### config.mk
export PLATFORM = sky130hd
export DESIGN_NAME = uart_rx_stream
export DESIGN_NICKNAME = d
export VERILOG_FILES = /design/src/rtl/uart_rx_stream_pkg.sv /design/src/rtl/uart_rx_stream_vote_sampler.sv /design/src/rtl/uart_rx_stream.sv
export SDC_FILE = /design/constraint.sdc
export NUM_CORES = 1
export LEC_CHECK = 0
export CORE_MARGIN = 2
export CORE_UTILIZATION = 40
export DETAILED_ROUTE_END_ITERATION = 6
export PLACE_DENSITY = 0.63
export SYNTH_ARGS = -nofsm -noshare
export SYNTH_HDL_FRONTEND = slang
export SYNTH_HIERARCHICAL = 1
export SYNTH_SLANG_ARGS = --single-unit
export TNS_END_PERCENT = 100
### constraint.sdc
create_clock -name clk -period 7.75 [get_ports clk]
set_clock_uncertainty 0.1 [all_clocks]
set_input_delay 1.55 -clock clk [delete_from_list [all_inputs] [get_ports clk]]
set_output_delay 1.55 -clock clk [all_outputs]
set_load 0.01 [all_outputs]
### src/rtl/uart_rx_stream_pkg.sv
// rtl/uart_rx_stream_pkg.sv - shared state encodings, parity codes and vote helper for the UART receiver
package uart_rx_stream_pkg;

    typedef enum logic [2:0] {
        ST_IDLE    = 3'd0,
        ST_START   = 3'd1,
        ST_DATA    = 3'd2,
        ST_PARITY  = 3'd3,
        ST_STOP    = 3'd4,
        ST_DELIVER = 3'd5,
        ST_BRKWAIT = 3'd6
    } rx_state_t;

    localparam logic PAR_EVEN     = 1'b0;
    localparam logic PAR_ODD      = 1'b1;
    localparam int   MIN_PRESCALE = 8;

    function automatic logic majority3(input logic [2:0] s);
        return (s[0] & s[1]) | (s[0] & s[2]) | (s[1] & s[2]);
    endfunction

endpackage

### src/rtl/uart_rx_stream_vote_sampler.sv
// rtl/uart_rx_stream_vote_sampler.sv - three-sample majority vote with per-bit decision strobe
// Ports: clk, reset_n (sync, active low); active (frame in progress); edge_cnt/half (position
// within bit and half the bit period); rx_in (serial line); bit_val (voted level); strobe
// (one cycle per bit, when bit_val is valid).
module uart_rx_vote_sampler
    import uart_rx_stream_pkg::*;
#(
    parameter int Prescale_width = 6
) (
    input  logic                      clk,
    input  logic                      reset_n,
    input  logic                      active,
    input  logic [Prescale_width-1:0] edge_cnt,
    input  logic [Prescale_width-1:0] half,
    input  logic                      rx_in,
    output logic                      bit_val,
    output logic                      strobe
);

    logic [2:0]                taps;
    logic [Prescale_width-1:0] first_pt;
    logic [Prescale_width-1:0] decide_pt;

    assign first_pt  = half - Prescale_width'(2);
    assign decide_pt = half + Prescale_width'(1);

    // Taps are rewritten at three consecutive points every bit, so stale
    // contents from the previous bit never reach a decision.
    always_ff @(posedge clk) begin
        if (!reset_n) begin
            taps <= 3'b000;
        end else if (active && edge_cnt >= first_pt && edge_cnt <= half) begin
            taps <= {taps[1:0], rx_in};
        end
    end

    assign strobe  = active && (edge_cnt == decide_pt);
    assign bit_val = majority3(taps);

endmodule

### src/rtl/uart_rx_stream.sv
// rtl/uart_rx_stream.sv - oversampled UART receiver delivering words on a valid/ready stream
// Ports: clk, reset_n (sync, active low); Prescale, DATA_LEN, PAR_EN, PAR_TYP, STP_TWO (frame
// config, latched at start bit); RX_IN (synchronised serial line); P_DATA, par_err, stp_err, brk,
// data_valid / data_ready (output word handshake); overrun (sticky drop flag), ovr_clr (clears it).
module uart_rx_stream
    import uart_rx_stream_pkg::*;
#(
    parameter int Prescale_width = 6,
    parameter int DATA_width     = 9,
    parameter int n_bits         = 4
) (
    input  logic                      clk,
    input  logic                      reset_n,
    input  logic [Prescale_width-1:0] Prescale,
    input  logic [n_bits-1:0]         DATA_LEN,
    input  logic                      PAR_EN,
    input  logic                      PAR_TYP,
    input  logic                      STP_TWO,
    input  logic                      RX_IN,
    output logic [DATA_width-1:0]     P_DATA,
    output logic                      par_err,
    output logic                      stp_err,
    output logic                      brk,
    output logic                      data_valid,
    input  logic                      data_ready,
    output logic                      overrun,
    input  logic                      ovr_clr
);

    rx_state_t                 state;
    logic [Prescale_width-1:0] edge_cnt;
    logic [n_bits-1:0]         bit_cnt;
    logic [Prescale_width-1:0] cfg_p;
    logic [n_bits-1:0]         cfg_len;
    logic                      cfg_par_en;
    logic                      cfg_par_typ;
    logic                      cfg_stp_two;
    logic [DATA_width-1:0]     shreg;
    logic                      xor_acc;
    logic                      par_err_c;
    logic                      stp_err_c;
    logic                      zero_c;

    logic [Prescale_width-1:0] eff_p;
    logic [n_bits-1:0]         eff_len;
    logic [Prescale_width-1:0] half;
    logic                      active;
    logic                      last_edge;
    logic                      bit_val;
    logic                      strobe;
    logic                      exp_par;

    assign eff_p   = (Prescale < Prescale_width'(MIN_PRESCALE)) ? Prescale_width'(MIN_PRESCALE) : Prescale;
    assign eff_len = (DATA_LEN < n_bits'(5) || DATA_LEN > n_bits'(DATA_width)) ? n_bits'(DATA_width) : DATA_LEN;
    assign half    = cfg_p >> 1;
    assign active  = (state == ST_START) || (state == ST_DATA) || (state == ST_PARITY) || (state == ST_STOP);
    assign last_edge = (edge_cnt == cfg_p - Prescale_width'(1));
    assign exp_par = xor_acc ^ (cfg_par_typ == PAR_ODD);

    uart_rx_vote_sampler #(.Prescale_width(Prescale_width)) u_sampler (
        .clk      (clk),
        .reset_n  (reset_n),
        .active   (active),
        .edge_cnt (edge_cnt),
        .half     (half),
        .rx_in    (RX_IN),
        .bit_val  (bit_val),
        .strobe   (strobe)
    );

    always_ff @(posedge clk) begin
        if (!reset_n) begin
            state       <= ST_IDLE;
            edge_cnt    <= '0;
            bit_cnt     <= '0;
            cfg_p       <= '0;
            cfg_len     <= '0;
            cfg_par_en  <= 1'b0;
            cfg_par_typ <= 1'b0;
            cfg_stp_two <= 1'b0;
            shreg       <= '0;
            xor_acc     <= 1'b0;
            par_err_c   <= 1'b0;
            stp_err_c   <= 1'b0;
            zero_c      <= 1'b0;
            P_DATA      <= '0;
            par_err     <= 1'b0;
            stp_err     <= 1'b0;
            brk         <= 1'b0;
            data_valid  <= 1'b0;
            overrun     <= 1'b0;
        end else begin
            // A load in DELIVER below overrides this handshake drop.
            if (data_valid && data_ready) begin
                data_valid <= 1'b0;
            end
            if (active) begin
                edge_cnt <= last_edge ? '0 : edge_cnt + Prescale_width'(1);
            end

            case (state)
                ST_IDLE: begin
                    if (!RX_IN) begin
                        state       <= ST_START;
                        edge_cnt    <= '0;
                        bit_cnt     <= '0;
                        cfg_p       <= eff_p;
                        cfg_len     <= eff_len;
                        cfg_par_en  <= PAR_EN;
                        cfg_par_typ <= PAR_TYP;
                        cfg_stp_two <= STP_TWO;
                        shreg       <= '0;
                        xor_acc     <= 1'b0;
                        par_err_c   <= 1'b0;
                        stp_err_c   <= 1'b0;
                        zero_c      <= 1'b1;
                    end
                end
                ST_START: begin
                    if (strobe && bit_val) begin
                        state    <= ST_IDLE;
                        edge_cnt <= '0;
                    end else if (last_edge) begin
                        state <= ST_DATA;
                    end
                end
                ST_DATA: begin
                    if (strobe) begin
                        for (int i = 0; i < DATA_width; i++) begin
                            if (n_bits'(i) == bit_cnt) begin
                                shreg[i] <= bit_val;
                            end
                        end
                        xor_acc <= xor_acc ^ bit_val;
                        if (bit_val) begin
                            zero_c <= 1'b0;
                        end
                    end
                    if (last_edge) begin
                        if (bit_cnt == cfg_len - n_bits'(1)) begin
                            bit_cnt <= '0;
                            state   <= cfg_par_en ? ST_PARITY : ST_STOP;
                        end else begin
                            bit_cnt <= bit_cnt + n_bits'(1);
                        end
                    end
                end
                ST_PARITY: begin
                    if (strobe) begin
                        par_err_c <= (bit_val != exp_par);
                        if (bit_val) begin
                            zero_c <= 1'b0;
                        end
                    end
                    if (last_edge) begin
                        bit_cnt <= '0;
                        state   <= ST_STOP;
                    end
                end
                ST_STOP: begin
                    if (strobe) begin
                        if (!bit_val) begin
                            stp_err_c <= 1'b1;
                        end else begin
                            zero_c <= 1'b0;
                        end
                        // Deliver on the last stop decision rather than the end of the bit,
                        // so the next start edge can be caught immediately.
                        if (bit_cnt == (cfg_stp_two ? n_bits'(1) : n_bits'(0))) begin
                            state    <= ST_DELIVER;
                            edge_cnt <= '0;
                        end
                    end else if (last_edge) begin
                        bit_cnt <= bit_cnt + n_bits'(1);
                    end
                end
                ST_DELIVER: begin
                    if (!data_valid || data_ready) begin
                        P_DATA     <= shreg;
                        par_err    <= par_err_c;
                        stp_err    <= stp_err_c;
                        brk        <= zero_c;
                        data_valid <= 1'b1;
                    end else begin
                        overrun <= 1'b1;
                    end
                    // A line still low here is a break; wait for it to recover
                    // instead of treating it as a new start bit.
                    state <= RX_IN ? ST_IDLE : ST_BRKWAIT;
                end
                ST_BRKWAIT: begin
                    if (RX_IN) begin
                        state <= ST_IDLE;
                    end
                end
                default: state <= ST_IDLE;
            endcase

            if (ovr_clr) begin
                overrun <= 1'b0;
            end
        end
    end

endmodule

**Yosys cells after proc, flatten, opt, wreduce, memory -nomap -nowiden**

Cells that the tools add are included.

- Output and inout port bits: 14
- Flip-flop bits (word level): 56
- Word-level logic and storage cells: 186
- Bits of input ports: 18

- Add/sub/neg operators: 6
- Multiplexer cells: 56
- Eq/ne operators: 43
- Reduce and logical (&&, ||, !) cells: 38
- Bitwise gates (word level): 10
- $lt $le $gt $ge: 5

Operator list:

| operator | count |
|---|---|
| AND reduction 4 bit | 11 |
| two-way mux 6 bit | 7 |
| two-way mux 3 bit | 11 |
| two-way mux 4 bit | 7 |
| inequality test 2 x 1 -> 1 bit, second input constant | 13 |
| two-way mux 1 bit | 21 |
| one-hot mux 3 bit (7 select lines) | 1 |
| inequality test 2 bit, second input constant | 10 |
| two-way mux 9 bit | 2 |
| one-hot mux 6 bit (3 select lines) | 1 |
| one-hot mux 9 bit (2 select lines) | 1 |
| equality test 3 x 4 -> 1 bit, first input constant | 4 |
| one-hot mux 4 bit (4 select lines) | 1 |
| equality test 6 bit | 2 |
| equality test 3 bit, second input constant | 3 |
| equality test 2 x 4 -> 1 bit, first input constant | 2 |
| one-hot mux 1 bit (2 select lines) | 4 |
| AND reduction 8 bit | 1 |
| nonzero test 2 bit | 4 |
| adder 5 x 1 -> 6 bit, second input constant | 1 |
| adder 6 x 1 -> 6 bit, second input constant | 1 |
| equality test 3 x 2 -> 1 bit, second input constant | 2 |
| >= comparator 6 bit | 1 |
| less-or-equal comparator 6 x 5 -> 1 bit | 1 |
| other kinds (29) | 46 |

**Logic depth before layout (Yosys ltp)**

- Word-level depth: 8
- Depth in mapped cells: 12
- Depth with buffers taken out: 12

**By module**

Netlist, hierarchy kept.

By module, submodules not included:

| module | cells an instance | instances | sequential area each (µm²) | area each (µm²) |
|---|---|---|---|---|
| uart_rx_stream | 320 | 1 | 1061.0 | 2697.6 |
| uart_rx_vote_sampler | 75 | 1 | 60.1 | 578.1 |

**Least setup slack after synthesis**

No wires, ideal clock.

- Path kind: input to register
- Start: input RX_IN
- End: register state[2]
- Arrival time: 2.798 ns
- Stages on the path: 6
- Library setup time: 0.058 ns
- Slack: 4.794 ns
- Required time: 7.592 ns
- Path buffers: 1
- Path through: buf_1 > a221o_1 > nor2_1 > or3_4 > a2111oi_4 > o21a_1

- Word-level cells in the longest chain between the ends: 2
- Elaborated cells between the ends (all ways): 5
- Those cells by class: 2 x eq/ne; 2 x mux; 1 x reduce/logical

Ends and longest elaborated chain:

| item | line | source |
|---|---|---|
| start: declaration | uart_rx_stream.sv:19 | `input logic RX_IN,` |
| two-way mux 3 bit / inequality test 2 bit (equally long branches) | -- |  |
| one-hot mux 3 bit (7 select lines) / AND reduction 8 bit (equally long branches) | -- |  |
| end signal: assignment | uart_rx_stream.sv:142 | `state <= cfg_par_en ? ST_PARITY : ST_STOP;` |
| end signal: assignment | uart_rx_stream.sv:189 | `state <= RX_IN ? ST_IDLE : ST_BRKWAIT;` |
| end: declaration | uart_rx_stream.sv:30 | `rx_state_t state;` |

Several ways; a longest one is shown, not always the timed one.
A chain may end at the register's enable or synchronous reset.

**Final worst setup path**

- Start: register state[0]
- End: register state[2]

- Word-level cells in the longest chain between the ends: 8
- Elaborated cells between the ends (all ways): 23
- Those cells by class: 14 x eq/ne; 2 x mux; 7 x reduce/logical

Ends and longest elaborated chain:

| item | line | source |
|---|---|---|
| equality test 3 x 1 -> 1 bit / equality test 3 x 2 -> 1 bit (equally long branches) | uart_rx_stream.sv:56 | `assign active = (state == ST_START) \|\| (state == ST_DATA) \|\| (state == ST_PARITY) \|\| (state == ST_STOP);` |
| logical OR 1 bit (2 in a row) | uart_rx_stream.sv:56 |  |
| logical OR 1 bit (*) | uart_rx_stream.sv:56 |  |
| named net active | uart_rx_stream.sv:47 | `logic active;` |
| logical AND 1 bit (*) | uart_rx_stream_vote_sampler.sv:37 | `assign strobe = active && (edge_cnt == decide_pt);` |
| named net strobe | uart_rx_stream.sv:50 | `logic strobe;` |
| logical AND 1 bit | uart_rx_stream.sv:120 | `if (strobe && bit_val) begin` |
| inequality test 3 x 2 -> 1 bit (no line) / two-way mux 3 bit (equally long branches) | -- |  |
| AND reduction 8 bit (no line) / one-hot mux 3 bit (7 select lines) (equally long branches) | -- |  |

Mark *: on every way through the listed nets, which the timed path passes. The rest lies on a longest branch.

==> results.sh <==
export IMPL_final_cell_mix="60 x nor2_1, 56 x dfxtp_1, 41 x nand2_1"
export IMPL_wl_per_cell_um=12.8
export IMPL_cts_resized=0
export IMPL_rows=33
export IMPL_cts_setup_buffers=0
export IMPL_synthesis_area_mm2=0.00328
export IMPL_crit_family="simple AND/OR/NAND/NOR gates"
export IMPL_worst_pin_slew_ps=637
export IMPL_grt_max_degree=23
export IMPL_yosys_register_bits=56
export IMPL_hp_class="flop to flop"
export IMPL_worstHoldEndpoint="u_sampler/taps[2]"
export IMPL_vias=2675
export IMPL_clock_sinks=56
export IMPL_drt_pass1_iter_count=4
export IMPL_layout_drive_gt1_share_pct=5.20
export IMPL_synth_ff_type="dfxtp_1"
export IMPL_use_met2_pct=27.1
export IMPL_seqCellArea_mm2=0.00112
export IMPL_p_switching_uw=356
export IMPL_ff2ff_path_depth=10
export IMPL_path_cells="nor2_1 -> xnor2_1 -> nand3_1 -> nor4_1 -> buf_4 -> a221o_1 -> nor2_1 -> or3_4 -> a2111oi_4 -> o21a_1"
export IMPL_portBuffers=31
export IMPL_p_leak_uw=0.00141
export IMPL_cts_root_buf="clkbuf_8"
export IMPL_sw_frac_of_total_pct=38.1
export IMPL_final_util_pct=47.0
export IMPL_place_congestion=0.815
export IMPL_worst_skew_pair_late_latency_ps=320
export IMPL_cap_violations=0
export IMPL_fin_total_pwr_uw=932
export IMPL_num_antenna_cells=0
export IMPL_internal_power_uw=576
export IMPL_period_share_pct=44.0
export IMPL_final_antenna_net_count=0
export IMPL_setup_viol=0
export IMPL_power_frac_clock_pct=21.3
export IMPL_grt_use_met3_pct=2.55
export IMPL_r2r_start="state[0]"
export IMPL_initial_core_util_pct=40.5
export IMPL_drc=0
export IMPL_max_slew_margin_rel_pct=57.2
export IMPL_antenna_found_initial=0
export IMPL_min_path_cells=2
export IMPL_end_kind="flop"
export IMPL_rr_endpoint="state[2]"
export IMPL_finalWirelength_um=6760
export IMPL_ir_drop_uv=85.0
export IMPL_grtUsageMet1_pct=21.3
export IMPL_ys_warn_count=6
export IMPL_nets=461
export IMPL_rrSetupSlack_ps=4340
export IMPL_drt_iter0_markers=107
export IMPL_cts_buffer_depth=2
export IMPL_final_common_cell="nor2_1"
export IMPL_worst_path_most_repeated_cell="nor2_1"
export IMPL_synth_avg_cell_area_um2=8.29
export IMPL_rsz0062_at_grt="no"
export IMPL_fmax_mhz=293
export IMPL_multi_input_area_mm2=0.00202
export IMPL_pwr_share_seq_pct=39.9
export IMPL_arrival_ps=3580
export IMPL_p_per_area_mw_per_mm2=245
export IMPL_cp_num_buf_inv=1
export IMPL_min_period_ps=3410
export IMPL_die_w_um=94.5
export IMPL_fin_tns_setup_ps=0
export IMPL_critical_path_max_stage_delay_ps=740
export IMPL_yosysUniqueCellTypes=52
export IMPL_ios=32
export IMPL_die_h_um=94.5
export IMPL_syn2layout_area_growth_pct=16.2
export IMPL_grt_pass1_wl_um=11600
export IMPL_busiest_layer="met2"
export IMPL_via_per_inst=5.07
export IMPL_syn_inst=395
export IMPL_setup_slack_ps=4340
export IMPL_pwr_share_comb_pct=38.8
export IMPL_worstHoldStart="u_sampler/taps[2]"
export IMPL_preCtsSetupSlack_ps=3990
export IMPL_cts_tree="built"
export IMPL_synth_enable_flop_cells=0
export IMPL_cts_hold_buf=0
export IMPL_status="complete, no violations"
export IMPL_crit_required_ps=7930
export IMPL_async_reset_ff_share_pct=0
export IMPL_drv_slew=0
export IMPL_cp_start_kind="flop"
export IMPL_cp_max_fo=21
export IMPL_coreArea_mm2=0.00809
export IMPL_h_tree_depth=2
export IMPL_fillers=825
export IMPL_hold_viol=0
export IMPL_dieArea_mm2=0.00893
export IMPL_slowest_stage="dfxtp_1"
export IMPL_finalInstanceArea_mm2=0.00380
export IMPL_clk_pin_slew_worst_paths_ps=100
export IMPL_cts_inserted_buffers=5
export IMPL_crit_type="flop to flop"
export IMPL_dpl_hpwl_um=4980
export IMPL_grt_pass1_vias=2542
export IMPL_postPlaceCellArea_mm2=0.00369
export IMPL_grt_ovfl_total=0
export IMPL_grt_usage_pct=16.0
export IMPL_ys_seq_area_share_pct=34.2
-- cell type report --
type / instances / share of cell area (%)
clock buffers: 5 / 1.81
clock inverters: 3 / 1.22
inverters: 19 / 1.87
multi-input cells: 304 / 53.0
flip-flops and latches: 56 / 29.5
well taps: 105 / 3.45
repair buffers: 36 / 9.14
-- routing by layer --
layer	wire [um]	share of wire [%]
met1	3260	48
met2	3290	49
met3	137	2.0
met4	77	1.1
met5	0	0
-- state kept, by name, summed over array words and instances (netlist names), 3 cells and up --
signal,count
edge_cnt,6
bit_cnt,4
cfg_p,6
state,3
cfg_len,4
P_DATA,9
u_sampler/taps,3
shreg,9
-- worst max path at each step --
stage	startpoint	end	slack (ps)	depth (start not counted)
2_1_floorplan	RX_IN	state[2]	4790	6
3_3_place_gp	reset_n	edge_cnt[1]	4050	5
3_5_place_dp	reset_n	edge_cnt[1]	3990	5
4_1_cts	state[0]	state[2]	4280	10
5_1_grt	state[0]	state[2]	3960	10
6_report	state[0]	state[2]	4340	10
-- cell usage after synthesis, types with 3 or more instances --
library cell / number / area, um2
buf_2: 3 / 15.0
nor2_1: 60 / 225
dfxtp_1: 56 / 1120
mux2i_1: 26 / 260
nor4_1: 3 / 18.8
a22oi_1: 5 / 37.5
a31oi_1: 4 / 25.0
nand2_1: 41 / 154
o21ai_0: 8 / 40.0
inv_1: 18 / 67.6
xnor2_1: 24 / 210
a21oi_1: 32 / 160
o21a_1: 5 / 37.5
nand4_1: 3 / 18.8
nor2b_1: 7 / 43.8
o21ai_1: 3 / 15.0
ha_1: 21 / 263
xor2_1: 9 / 78.8
nor3_1: 9 / 45.0
clkbuf_1: 11 / 41.3
nand3_1: 4 / 20.0
nor3b_1: 5 / 37.5
-- tightest hold or removal path: stages, from the launching register on --
cell,delay [ps]
dfxtp_1,330
nand2_1,50
mux2i_1,50
-- metrics by stage --
| stage | cells | hold slack (ps) |
|---|---|---|
| after floorplan | 396 | 337 |
| after global placement | 520 | 354 |
| after detailed placement | 520 | 355 |
| after CTS | 528 | 369 |
| after global routing | 528 | 397 |
| final | 528 | 367 |
-- power groups by stage --
stage	logic, uW	clock network (uW)	registers [uW]
6_report	362	199	372
5_1_grt	411	215	380
4_1_cts	364	205	372
3_5_place_dp	363	0	379
3_3_place_gp	358	0	379
2_1_floorplan	318	0	343
-- kinds of logic (layout without fill, tap and decap cells) --
kind of cell               count (synthesis)  count (layout)  share of synthesized area [%]
AOI/OAI and AO/OA                         72              72                           14.4
buffers and inverters                     36              63                           4.28
other                                      1               2                          0.114
and+or+nand+nor                          147             147                           20.7
adders and majority gates                 22              22                           8.33
xor gates and xnor gates                  35              35                           10.0
muxes                                     26              26                           7.95
DFF                                       56              56                           34.2
Note: power is estimated with default switching activity, not from simulation.
